==> src/rtl/uart_pkg.sv <==
// Shared UART definitions: data width, bit timing and TX arbiter state encoding.
package uart_pkg;

    localparam int UART_DATA_W = 8;

    // Clocks per UART bit at 100 MHz / 115200 baud, shared by TX and RX sides.
    localparam int BAUD_TIMER = 868;

    typedef enum logic [1:0] {
        IDLE      = 2'd0,
        ISSUE     = 2'd1,
        WAIT_BUSY = 2'd2,
        WAIT_DONE = 2'd3
    } tx_state_t;

    // Increment an index with an explicit wrap, so non-power-of-two counts work.
    function automatic int wrap_inc(input int idx, input int n);
        return (idx >= n - 1) ? 0 : idx + 1;
    endfunction

endpackage

==> src/rtl/uart_rr_picker.sv <==
// Combinational round-robin picker: first set mask bit scanning from i_ptr upward, wrapping at N.
module uart_rr_picker #(
    parameter int N   = 4,
    parameter int IDW = $clog2(N)
) (
    input  logic [N-1:0]   i_mask,
    input  logic [IDW-1:0] i_ptr,
    output logic           o_found,
    output logic [IDW-1:0] o_winner
);

    logic [IDW-1:0] w_idx [N];
    logic [N-1:0]   w_hit;

    genvar gi;
    generate
        for (gi = 0; gi < N; gi++) begin : g_scan
            // Slot gi of the scan looks at requester (ptr + gi) mod N
            assign w_idx[gi] = (int'(i_ptr) + gi >= N) ? IDW'(int'(i_ptr) + gi - N)
                                                       : IDW'(int'(i_ptr) + gi);
            assign w_hit[gi] = i_mask[w_idx[gi]];
        end
    endgenerate

    // Priority-select the earliest hit in scan order
    always_comb begin
        o_found  = 1'b0;
        o_winner = '0;
        for (int k = 0; k < N; k++) begin
            if (!o_found && w_hit[k]) begin
                o_found  = 1'b1;
                o_winner = w_idx[k];
            end
        end
    end

endmodule

==> src/rtl/uart_tx_arbiter.sv <==
// Round-robin arbiter sharing one UART transmitter between N_REQ byte sources,
// with packet locking and a lost-byte timeout while waiting for tx_ready to fall.
module uart_tx_arbiter
    import uart_pkg::*;
#(
    parameter int N_REQ        = 4,
    parameter int IDW          = $clog2(N_REQ),
    parameter int BUSY_TIMEOUT = 8
) (
    input  logic                         clk,
    input  logic                         reset,
    input  logic [N_REQ-1:0]             req_valid,
    input  logic [UART_DATA_W*N_REQ-1:0] req_data,
    input  logic [N_REQ-1:0]             req_last,
    output logic [N_REQ-1:0]             req_ack,
    output logic                         tx_send,
    output logic [UART_DATA_W-1:0]       tx_data,
    input  logic                         tx_ready,
    output logic                         busy,
    output logic [IDW-1:0]               grant_id,
    output logic                         locked,
    output logic                         err_timeout
);

    localparam int CNT_W = $clog2(BUSY_TIMEOUT) + 1;

    tx_state_t              r_state;
    logic [N_REQ-1:0]       r_req_ack;
    logic                   r_tx_send;
    logic [UART_DATA_W-1:0] r_tx_data;
    logic                   r_busy;
    logic [IDW-1:0]         r_grant_id;
    logic                   r_locked;
    logic                   r_err_timeout;
    logic [IDW-1:0]         r_rr_ptr;
    logic [CNT_W-1:0]       r_cnt;

    logic [UART_DATA_W-1:0] w_bytes [N_REQ];
    logic [N_REQ-1:0]       w_owner_mask;
    logic [N_REQ-1:0]       w_cand;
    logic                   w_found;
    logic [IDW-1:0]         w_winner;
    logic [N_REQ-1:0]       w_win_onehot;
    logic [UART_DATA_W-1:0] w_win_data;

    genvar gi;
    generate
        for (gi = 0; gi < N_REQ; gi++) begin : g_bytes
            assign w_bytes[gi] = req_data[gi*UART_DATA_W +: UART_DATA_W];
        end
    endgenerate

    // While a packet is open only its owner may compete; grant_id names the owner
    assign w_owner_mask = N_REQ'(1) << r_grant_id;
    assign w_cand       = r_locked ? (req_valid & w_owner_mask) : req_valid;
    assign w_win_onehot = N_REQ'(1) << w_winner;
    assign w_win_data   = w_bytes[w_winner];

    uart_rr_picker #(
        .N   (N_REQ),
        .IDW (IDW)
    ) u_picker (
        .i_mask   (w_cand),
        .i_ptr    (r_rr_ptr),
        .o_found  (w_found),
        .o_winner (w_winner)
    );

    // Arbitration FSM: pick a winner, pulse send/ack once, then follow tx_ready through the frame
    always_ff @(posedge clk or negedge reset) begin
        if (!reset) begin
            r_state       <= IDLE;
            r_req_ack     <= '0;
            r_tx_send     <= 1'b0;
            r_tx_data     <= '0;
            r_busy        <= 1'b0;
            r_grant_id    <= '0;
            r_locked      <= 1'b0;
            r_err_timeout <= 1'b0;
            r_rr_ptr      <= '0;
            r_cnt         <= '0;
        end else begin
            r_tx_send     <= 1'b0;
            r_req_ack     <= '0;
            r_err_timeout <= 1'b0;
            case (r_state)
                IDLE: begin
                    if (tx_ready && w_found) begin
                        r_tx_data  <= w_win_data;
                        r_tx_send  <= 1'b1;
                        r_req_ack  <= w_win_onehot;
                        r_grant_id <= w_winner;
                        r_rr_ptr   <= IDW'(wrap_inc(int'(w_winner), N_REQ));
                        r_locked   <= ~req_last[w_winner];
                        r_busy     <= 1'b1;
                        r_state    <= ISSUE;
                    end
                end
                ISSUE: begin
                    r_cnt   <= '0;
                    r_state <= WAIT_BUSY;
                end
                WAIT_BUSY: begin
                    if (!tx_ready) begin
                        r_state <= WAIT_DONE;
                    end else if (r_cnt == CNT_W'(BUSY_TIMEOUT - 1)) begin
                        // Transmitter never took the byte: drop it and release any packet lock
                        r_err_timeout <= 1'b1;
                        r_locked      <= 1'b0;
                        r_busy        <= 1'b0;
                        r_state       <= IDLE;
                    end else begin
                        r_cnt <= r_cnt + CNT_W'(1);
                    end
                end
                WAIT_DONE: begin
                    if (tx_ready) begin
                        r_busy  <= 1'b0;
                        r_state <= IDLE;
                    end
                end
                default: r_state <= IDLE;
            endcase
        end
    end

    assign req_ack     = r_req_ack;
    assign tx_send     = r_tx_send;
    assign tx_data     = r_tx_data;
    assign busy        = r_busy;
    assign grant_id    = r_grant_id;
    assign locked      = r_locked;
    assign err_timeout = r_err_timeout;

endmodule

==> config.mk <==
export PLATFORM = sky130hd
export DESIGN_NAME = uart_tx_arbiter
export DESIGN_NICKNAME = d
export VERILOG_FILES = /design/src/rtl/uart_pkg.sv /design/src/rtl/uart_rr_picker.sv /design/src/rtl/uart_tx_arbiter.sv
export SDC_FILE = /design/constraint.sdc
export NUM_CORES = 1
export LEC_CHECK = 0
export BUFFER_PORTS_ARGS = -buffer_cell sky130_fd_sc_hd__buf_2
export CAP_MARGIN = 20
export CORE_AREA = 2 2 76 78
export DETAILED_ROUTE_END_ITERATION = 6
export DIE_AREA = 0 0 78 80
export MAX_ROUTING_LAYER = met4
export SYNTH_ARGS = -nofsm -noshare
export SYNTH_HDL_FRONTEND = slang
export SYNTH_HIERARCHICAL = 1
export SYNTH_SLANG_ARGS = --single-unit
export TNS_END_PERCENT = 30
==> constraint.sdc <==
create_clock -name clk -period 5.7 [get_ports clk]
set_clock_uncertainty 0.05 [all_clocks]
set_input_delay 0.855 -clock clk [delete_from_list [all_inputs] [get_ports clk]]
set_output_delay 0.855 -clock clk [all_outputs]
set_load 0.02 [all_outputs]
==> flow_summary.yaml, run 1 <==
logic_synthesis:
  synth_top_cell_by_area: "dfrtp_1"
  yosysSeqAreaShare_pct: 44.5
  synth_edf_count: 0
  synth_commonest_cells: "dfrtp_1 (26), inv_1 (9), mux2_2 (9), nand2_1 (9), mux4_2 (7)"
  synthAdderAreaFrac_pct: 4.28
  synth-simple-area-share_pct: 12.6
  avgSynthCellArea_um2: 12.2
  synth-seq-cells: 26
  yosys_warnings: 6
  yosys-top-cells-area: "dfrtp_1 (44%), mux4_2 (11%), mux2_2 (6.9%), ha_1 (4.3%), mux4_1 (3.6%)"
  synth-xor-area-share_pct: 0
  async_flop_share_pct: 100
  synth_compound_area_share_pct: 10.9
  synthMuxAreaShare_pct: 22.7
  ys_types: 36
  synth-main-ff-cell: "dfrtp_1"
  synth_top_area_share_pct: 44.5
  synth_most_common_cell: "dfrtp_1"
  synth_top_family_by_area: "multiplexers"
  synthesis.area_um2: 1460
  synth_cells: 120
  synth_fp_nets: 168
finish:
  layout.nets: 231
  n_antenna_cell: 0
  num-fill-cells: 573
  synthToLayoutAreaGrowth_pct: 29.7
  layout-drive-gt1-share_pct: 47.3
sta:
  fin_crit_sh_pct: 52.4
  finalHoldViolCount: 0
  setup_violations: 0
  timing.final.ws_setup_ns: 2.71
  relSlewSlack_pct: 39.0
  fin_setup_tns_ns: 0
  finalCriticalPeriod_ns: 2.99
  grt_setup_unrepaired: "no"
  fmax_ghz: 0.335
  slew_viol_final: 0
  worst_slew_pin_slew_ns: 0.910
critical_path:
  cp_max_fo: 7
  worstSetupEndpointType: "flip-flop"
  crit_path_start_kind: "primary input"
  r2r_end: "tx_data[1]$_DFFE_PN0P_"
  crit_start: "req_valid[1]"
  crit_type: "primary input to flip-flop"
  r2r-start: "grant_id[1]$_DFFE_PN0P_"
  worstPathArrival_ns: 3.10
  required_ns: 5.81
  regToRegSetupSlack_ns: 2.77
  r2r_cells: 8
power_and_ir_drop:
  total_power_uw: 898
  powerDensity_nw_per_um2: 473
  power.leakage_uw: 0.000920
  p_int_uw: 543
  clock_power_share_pct: 13.0
  p_switching_uw: 355
  peakVddDrop_mv: 0.155
  swShare_pct: 39.5
  p_seq_share_pct: 35.2
  comb_power_share_pct: 51.8
grt:
  grt_usage_pct: 11.9
  grt_pass1_vias: 1180
  grt_overflow_total: 0
  antenna_found_initial: 0
  grt_pass1_wl_mm: 5.46
  grt_max_degree: 27
worst_hold_path:
  hp-start: "busy$_DFFE_PN0P_"
  hold-path-endpoint: "busy$_DFFE_PN0P_"
  hold_depth: 1
  worstHoldPathType: "flip-flop to flip-flop"
die:
  dieArea_um2: 6240
  ios: 61
  die_y_um: 80
  initial_utilization_pct: 27.1
  die_x_um: 78
  core-area_um2: 5410
  row_count: 27
drt:
  vias_per_cell: 4.57
  drt_iter0_drc: 78
  wl_met1_mm: 1.45
  wirelength_mm: 3.38
  met3_length_um: 237
  top_layer: "met4"
  met2_length_mm: 1.67
  antenna_left: 0
  drtPass1Iterations: 4
  wl_per_cell_um: 13.3
  drc: 0
  via_count: 1162
clock_network:
  post-cts-setup-buffers: 0
  cts_sinks: 26
  cts_root_buf: "clkbuf_8"
  htreeDepth: 1
  cts_buffers: 3
  cts_buffer_depth: 2
  worstSkewPairLatency_ns: 0.27
  cts_tree: "yes"
  ctsHoldBuffers: 0
  post_cts_resized: 0
  clk_pin_slew_ns: 0.08
placed_design:
  dp_slack_ns: 2.12
  place.gp.congestion: 0.753
  hpwl_mm: 2.68
  port_buffers: 60
job:
  maxCapViolCount: 0
run_status:
  status: "complete, no violations"
per-stage QoR:
stage / util [%] / std cells / area [µm²] / hold WS, ns
2_1_floorplan: - / 120 / 1460 / 0.420
3_3_place_gp: 33.9 / 249 / 1830 / 0.414
3_5_place_dp: 33.9 / 249 / 1830 / 0.429
4_1_cts: 34.9 / 253 / 1890 / 0.446
5_1_grt: 35.1 / 254 / 1900 / 0.476
6_report: 35.1 / 254 / 1900 / 0.439
routing by layer:
layer	up-vias	global-route usage [%]
met2	43	20.3
met3	2	3.73
met4	0	3.16
met1	558	13.6
met5	-	-
li1	559	-
cell type report:
class	instances	area (µm²)	share of cell area, %
clock buffer	4	55.1	2.90
tap	72	90.1	4.75
timing repair buffer	62	319	16.8
multi-input combinational	79	741	39.1
sequential	26	651	34.3
inverter	11	41.3	2.18
layout by cell type, fill, tap and decap left out, types with 2 or more instances in the layout:
| cell | synthesis | final |
|---|---|---|
| a21boi_0 | 3 | 3 |
| a21oi_1 | 6 | 5 |
| and2_1 | 5 | 5 |
| buf_2 | 0 | 60 |
| clkbuf_8 | 0 | 4 |
| dfrtp_1 | 26 | 26 |
| ha_1 | 5 | 5 |
| inv_1 | 9 | 9 |
| inv_2 | 2 | 2 |
| mux2_2 | 9 | 9 |
| mux2i_1 | 2 | 2 |
| mux4_1 | 2 | 2 |
| mux4_2 | 7 | 7 |
| nand2_1 | 9 | 9 |
| nand2b_1 | 4 | 4 |
| nor2_1 | 2 | 2 |
| nor3b_1 | 2 | 2 |
| o21ai_0 | 6 | 6 |
power groups by stage:
stage | sequential, µW | clock (µW) | combinational, µW
after floorplan | 367 | 0 | 291
final | 316 | 116 | 465
after detailed placement | 321 | 0 | 466
after global placement | 319 | 0 | 457
after global routing | 328 | 132 | 522
after CTS | 317 | 123 | 467
registers in the layout, indices dropped and copies added (netlist names):
signal       count
err_timeout      1
req_ack          4
tx_data          8
r_cnt            4
tx_send          1
r_rr_ptr         2
busy             1
r_state          2
locked           1
grant_id         2
cell families (layout without fill, tap and decap cells):
group                      after synthesis  after routing
and+or+nand+nor                         29             29
DFF                                     26             26
muxes                                   20             20
buffers and inverters                   15             77
AOI/OAI and AO/OA                       25             25
adders and majority gates                5              5
how the worst max path moves through the flow:
stage               slack, ns                     end  depth (start not counted)
finish                   2.71  tx_data[1]$_DFFE_PN0P_                          8
global route             2.41  tx_data[7]$_DFFE_PN0P_                          8
CTS                      2.41  tx_data[2]$_DFFE_PN0P_                          7
detailed placement       2.12  tx_data[2]$_DFFE_PN0P_                          7
global placement         2.17  tx_data[2]$_DFFE_PN0P_                          7
floorplan                2.72  tx_data[0]$_DFFE_PN0P_                          7
critical path, cell delays in order:
cell and delay (ns):
buf_2 0.07, a21boi_0 0.29, inv_1 0.10, a221o_1 0.37, a21oi_2 0.43, buf_6 0.22, mux4_2 0.50, mux2_2 0.26
(Power assumes the default switching activity.)
==> run 2: changes to the inputs <==
--- a/config.mk
+++ b/config.mk
@@ -5,11 +5,12 @@
 export SDC_FILE = /design/constraint.sdc
 export NUM_CORES = 1
 export LEC_CHECK = 0
+export ABC_AREA = 1
 export BUFFER_PORTS_ARGS = -buffer_cell sky130_fd_sc_hd__buf_2
 export CAP_MARGIN = 20
-export CORE_AREA = 2 2 76 78
+export CORE_AREA = 2 2 84 86
 export DETAILED_ROUTE_END_ITERATION = 6
-export DIE_AREA = 0 0 78 80
+export DIE_AREA = 0 0 86 88
 export MAX_ROUTING_LAYER = met4
 export SYNTH_ARGS = -nofsm -noshare
 export SYNTH_HDL_FRONTEND = slang
==> constraint.sdc (replaced) <==
create_clock -name clk -period 2.7 [get_ports clk]
set_clock_uncertainty 0.05 [all_clocks]
set_input_delay 0.405 -clock clk [delete_from_list [all_inputs] [get_ports clk]]
set_output_delay 0.405 -clock clk [all_outputs]
set_load 0.02 [all_outputs]
==> flow_summary.yaml, run 2 <==
power_and_ir_drop:
  power.leakage_uw: 0.00130
  powerDensity_nw_per_um2: 1340
  peakVddDrop_mv: 0.540
critical_path:
  crit_path_start_kind: "flip-flop"
  worstSetupEndpointType: "flip-flop"
  required_ns: 2.83
  worstPathArrival_ns: 2.52
  cp_max_fo: 14
  r2r_cells: 19
  crit_type: "flip-flop to flip-flop"
sta:
  fmax_ghz: 0.418
  fin_setup_tns_ns: 0
  finalCriticalPeriod_ns: 2.39
  finalHoldViolCount: 0
  slew_viol_final: 0
  fin_crit_sh_pct: 88.6
  relSlewSlack_pct: 60.1
  setup_violations: 0
  worst_slew_pin_slew_ns: 0.599
  grt_setup_unrepaired: "no"
die:
  dieArea_um2: 7570
  ios: 61
  die_x_um: 86
  row_count: 30
  die_y_um: 88
  core-area_um2: 6640
  initial_utilization_pct: 27.6
clock_network:
  cts_sinks: 26
  cts_root_buf: "clkbuf_8"
  cts_tree: "yes"
  post_cts_resized: 0
  ctsHoldBuffers: 0
  worstSkewPairLatency_ns: 0.27
  cts_buffers: 3
  cts_buffer_depth: 2
  clk_pin_slew_ns: 0.10
  htreeDepth: 1
  post-cts-setup-buffers: 0
logic_synthesis:
  synthesis.area_um2: 1840
  synth-main-ff-cell: "dfrtp_1"
  ys_types: 25
  synth_top_area_share_pct: 35.4
  async_flop_share_pct: 100
  synth_most_common_cell: "nand2_1"
  synth_commonest_cells: "nand2_1 (115), dfrtp_1 (26), inv_1 (23), nor2_1 (23), nand3_1 (19)"
  synth_top_cell_by_area: "dfrtp_1"
  synth_edf_count: 0
  yosysSeqAreaShare_pct: 35.4
  synth_cells: 273
  avgSynthCellArea_um2: 6.72
  yosys_warnings: 6
  synth-seq-cells: 26
  yosys-top-cells-area: "dfrtp_1 (35%), nand2_1 (24%), nand3_1 (5.2%), inv_1 (4.7%), nor2_1 (4.7%)"
  synth_fp_nets: 321
finish:
  largest_reg_flops: 8
  final_common_cell: "nand2_1"
  layout.nets: 383
  mostFrequentLayoutCells: "nand2_1 (115), buf_2 (60), dfrtp_1 (26)"
  synthToLayoutAreaGrowth_pct: 24.7
  fin_cells: 414
  layout-drive-gt1-share_pct: 28.7
  n_antenna_cell: 0
worst_hold_path:
  worstHoldPathType: "primary input to asynchronous set/reset pin"
drt:
  drtPass1Iterations: 4
  wirelength_mm: 4.48
  drt_iter0_drc: 67
  vias_per_cell: 4.36
  antenna_left: 0
  drc: 0
  wl_per_cell_um: 10.8
  via_count: 1806
job:
  maxCapViolCount: 0
placed_design:
  place.gp.congestion: 0.858
  placed_cells: 410
  port_buffers: 60
  hpwl_mm: 3.50
run_status:
  status: "complete, no violations"
grt:
  grt_usage_pct: 12.2
  grt_overflow_total: 0
  grt_max_degree: 27
  antenna_found_initial: 0
  grt_pass1_vias: 1656
  grt_pass1_wl_mm: 7.31
[run 2: cell families after synthesis]
group / synth area share (%)
AND/OR/NAND/NOR: 45.4
buffers and inverters: 8.45
flip-flops: 35.4
AO/OA/AOI/OAI: 6.82
adder cells (fa/ha/maj): 3.41
XOR/XNOR: 0.477
[run 2: final timing paths]
path	end	start	slack (ns)
setup / recovery	tx_data[4]$_DFFE_PN0P_	grant_id[1]$_DFFE_PN0P_	0.31
max in group asynchronous	tx_data[0]$_DFFE_PN0P_	reset	2.14
hold reg to reg	busy$_DFFE_PN0P_	busy$_DFFE_PN0P_	0.44
hold / removal	r_cnt[3]$_DFFE_PN0P_	reset	0.07
setup reg to reg	tx_data[4]$_DFFE_PN0P_	grant_id[1]$_DFFE_PN0P_	0.31
min in group clk	tx_data[0]$_DFFE_PN0P_	req_data[8]	0.38
[run 2: area by class of cell]
class                      instances  area (µm²)
fill                             710        4350
multi-input combinational        212        1030
sequential                        26         651
timing repair buffer              64         330
inverter                          28         108
tap                               80         100
clock buffer                       3        41.3
clock inverter                     1        30.0
[run 2: report_power, final]
part           total, µW  internal, µW  switching (µW)
logic               2050           713            1330
clock network        333           199             134
registers            689           540             149
[run 2: worst max-delay path, stage by stage, from the launching register on]
cell	delay (ns)
dfrtp_1	0.41
inv_1	0.10
nand2_1	0.05
a21boi_0	0.22
inv_1	0.10
nand2_1	0.08
nand2_1	0.07
nand2_1	0.07
nand2_1	0.06
nor2_1	0.12
nor2_2	0.04
nand2_1	0.07
nand2_1	0.05
inv_1	0.14
inv_1	0.11
buf_4	0.20
o21ai_0	0.18
nand2_1	0.07
nand2_1	0.06
nand2_1	0.05
[run 2: metrics by stage]
stage	power (µW)	utilization, %	hold WS (ns)	area, µm²	setup WS, ns
after floorplan	2270	-	0.0594	1840	0.381
after global placement	2750	33.4	0.396	2220	0.322
after detailed placement	2760	33.4	0.402	2220	0.325
after CTS	3110	34.5	0.0895	2290	0.298
after global routing	3410	34.5	0.100	2290	0.00945
final	3070	34.5	0.0706	2290	0.308
[run 2: per-layer routing]
metal,track usage [%],vias to the layer above,wire length (µm)
li1,-,963,-
met1,16.1,791,2190
met2,19.7,50,2020
met3,2.36,2,266
met4,2.31,0,10
met5,-,-,0
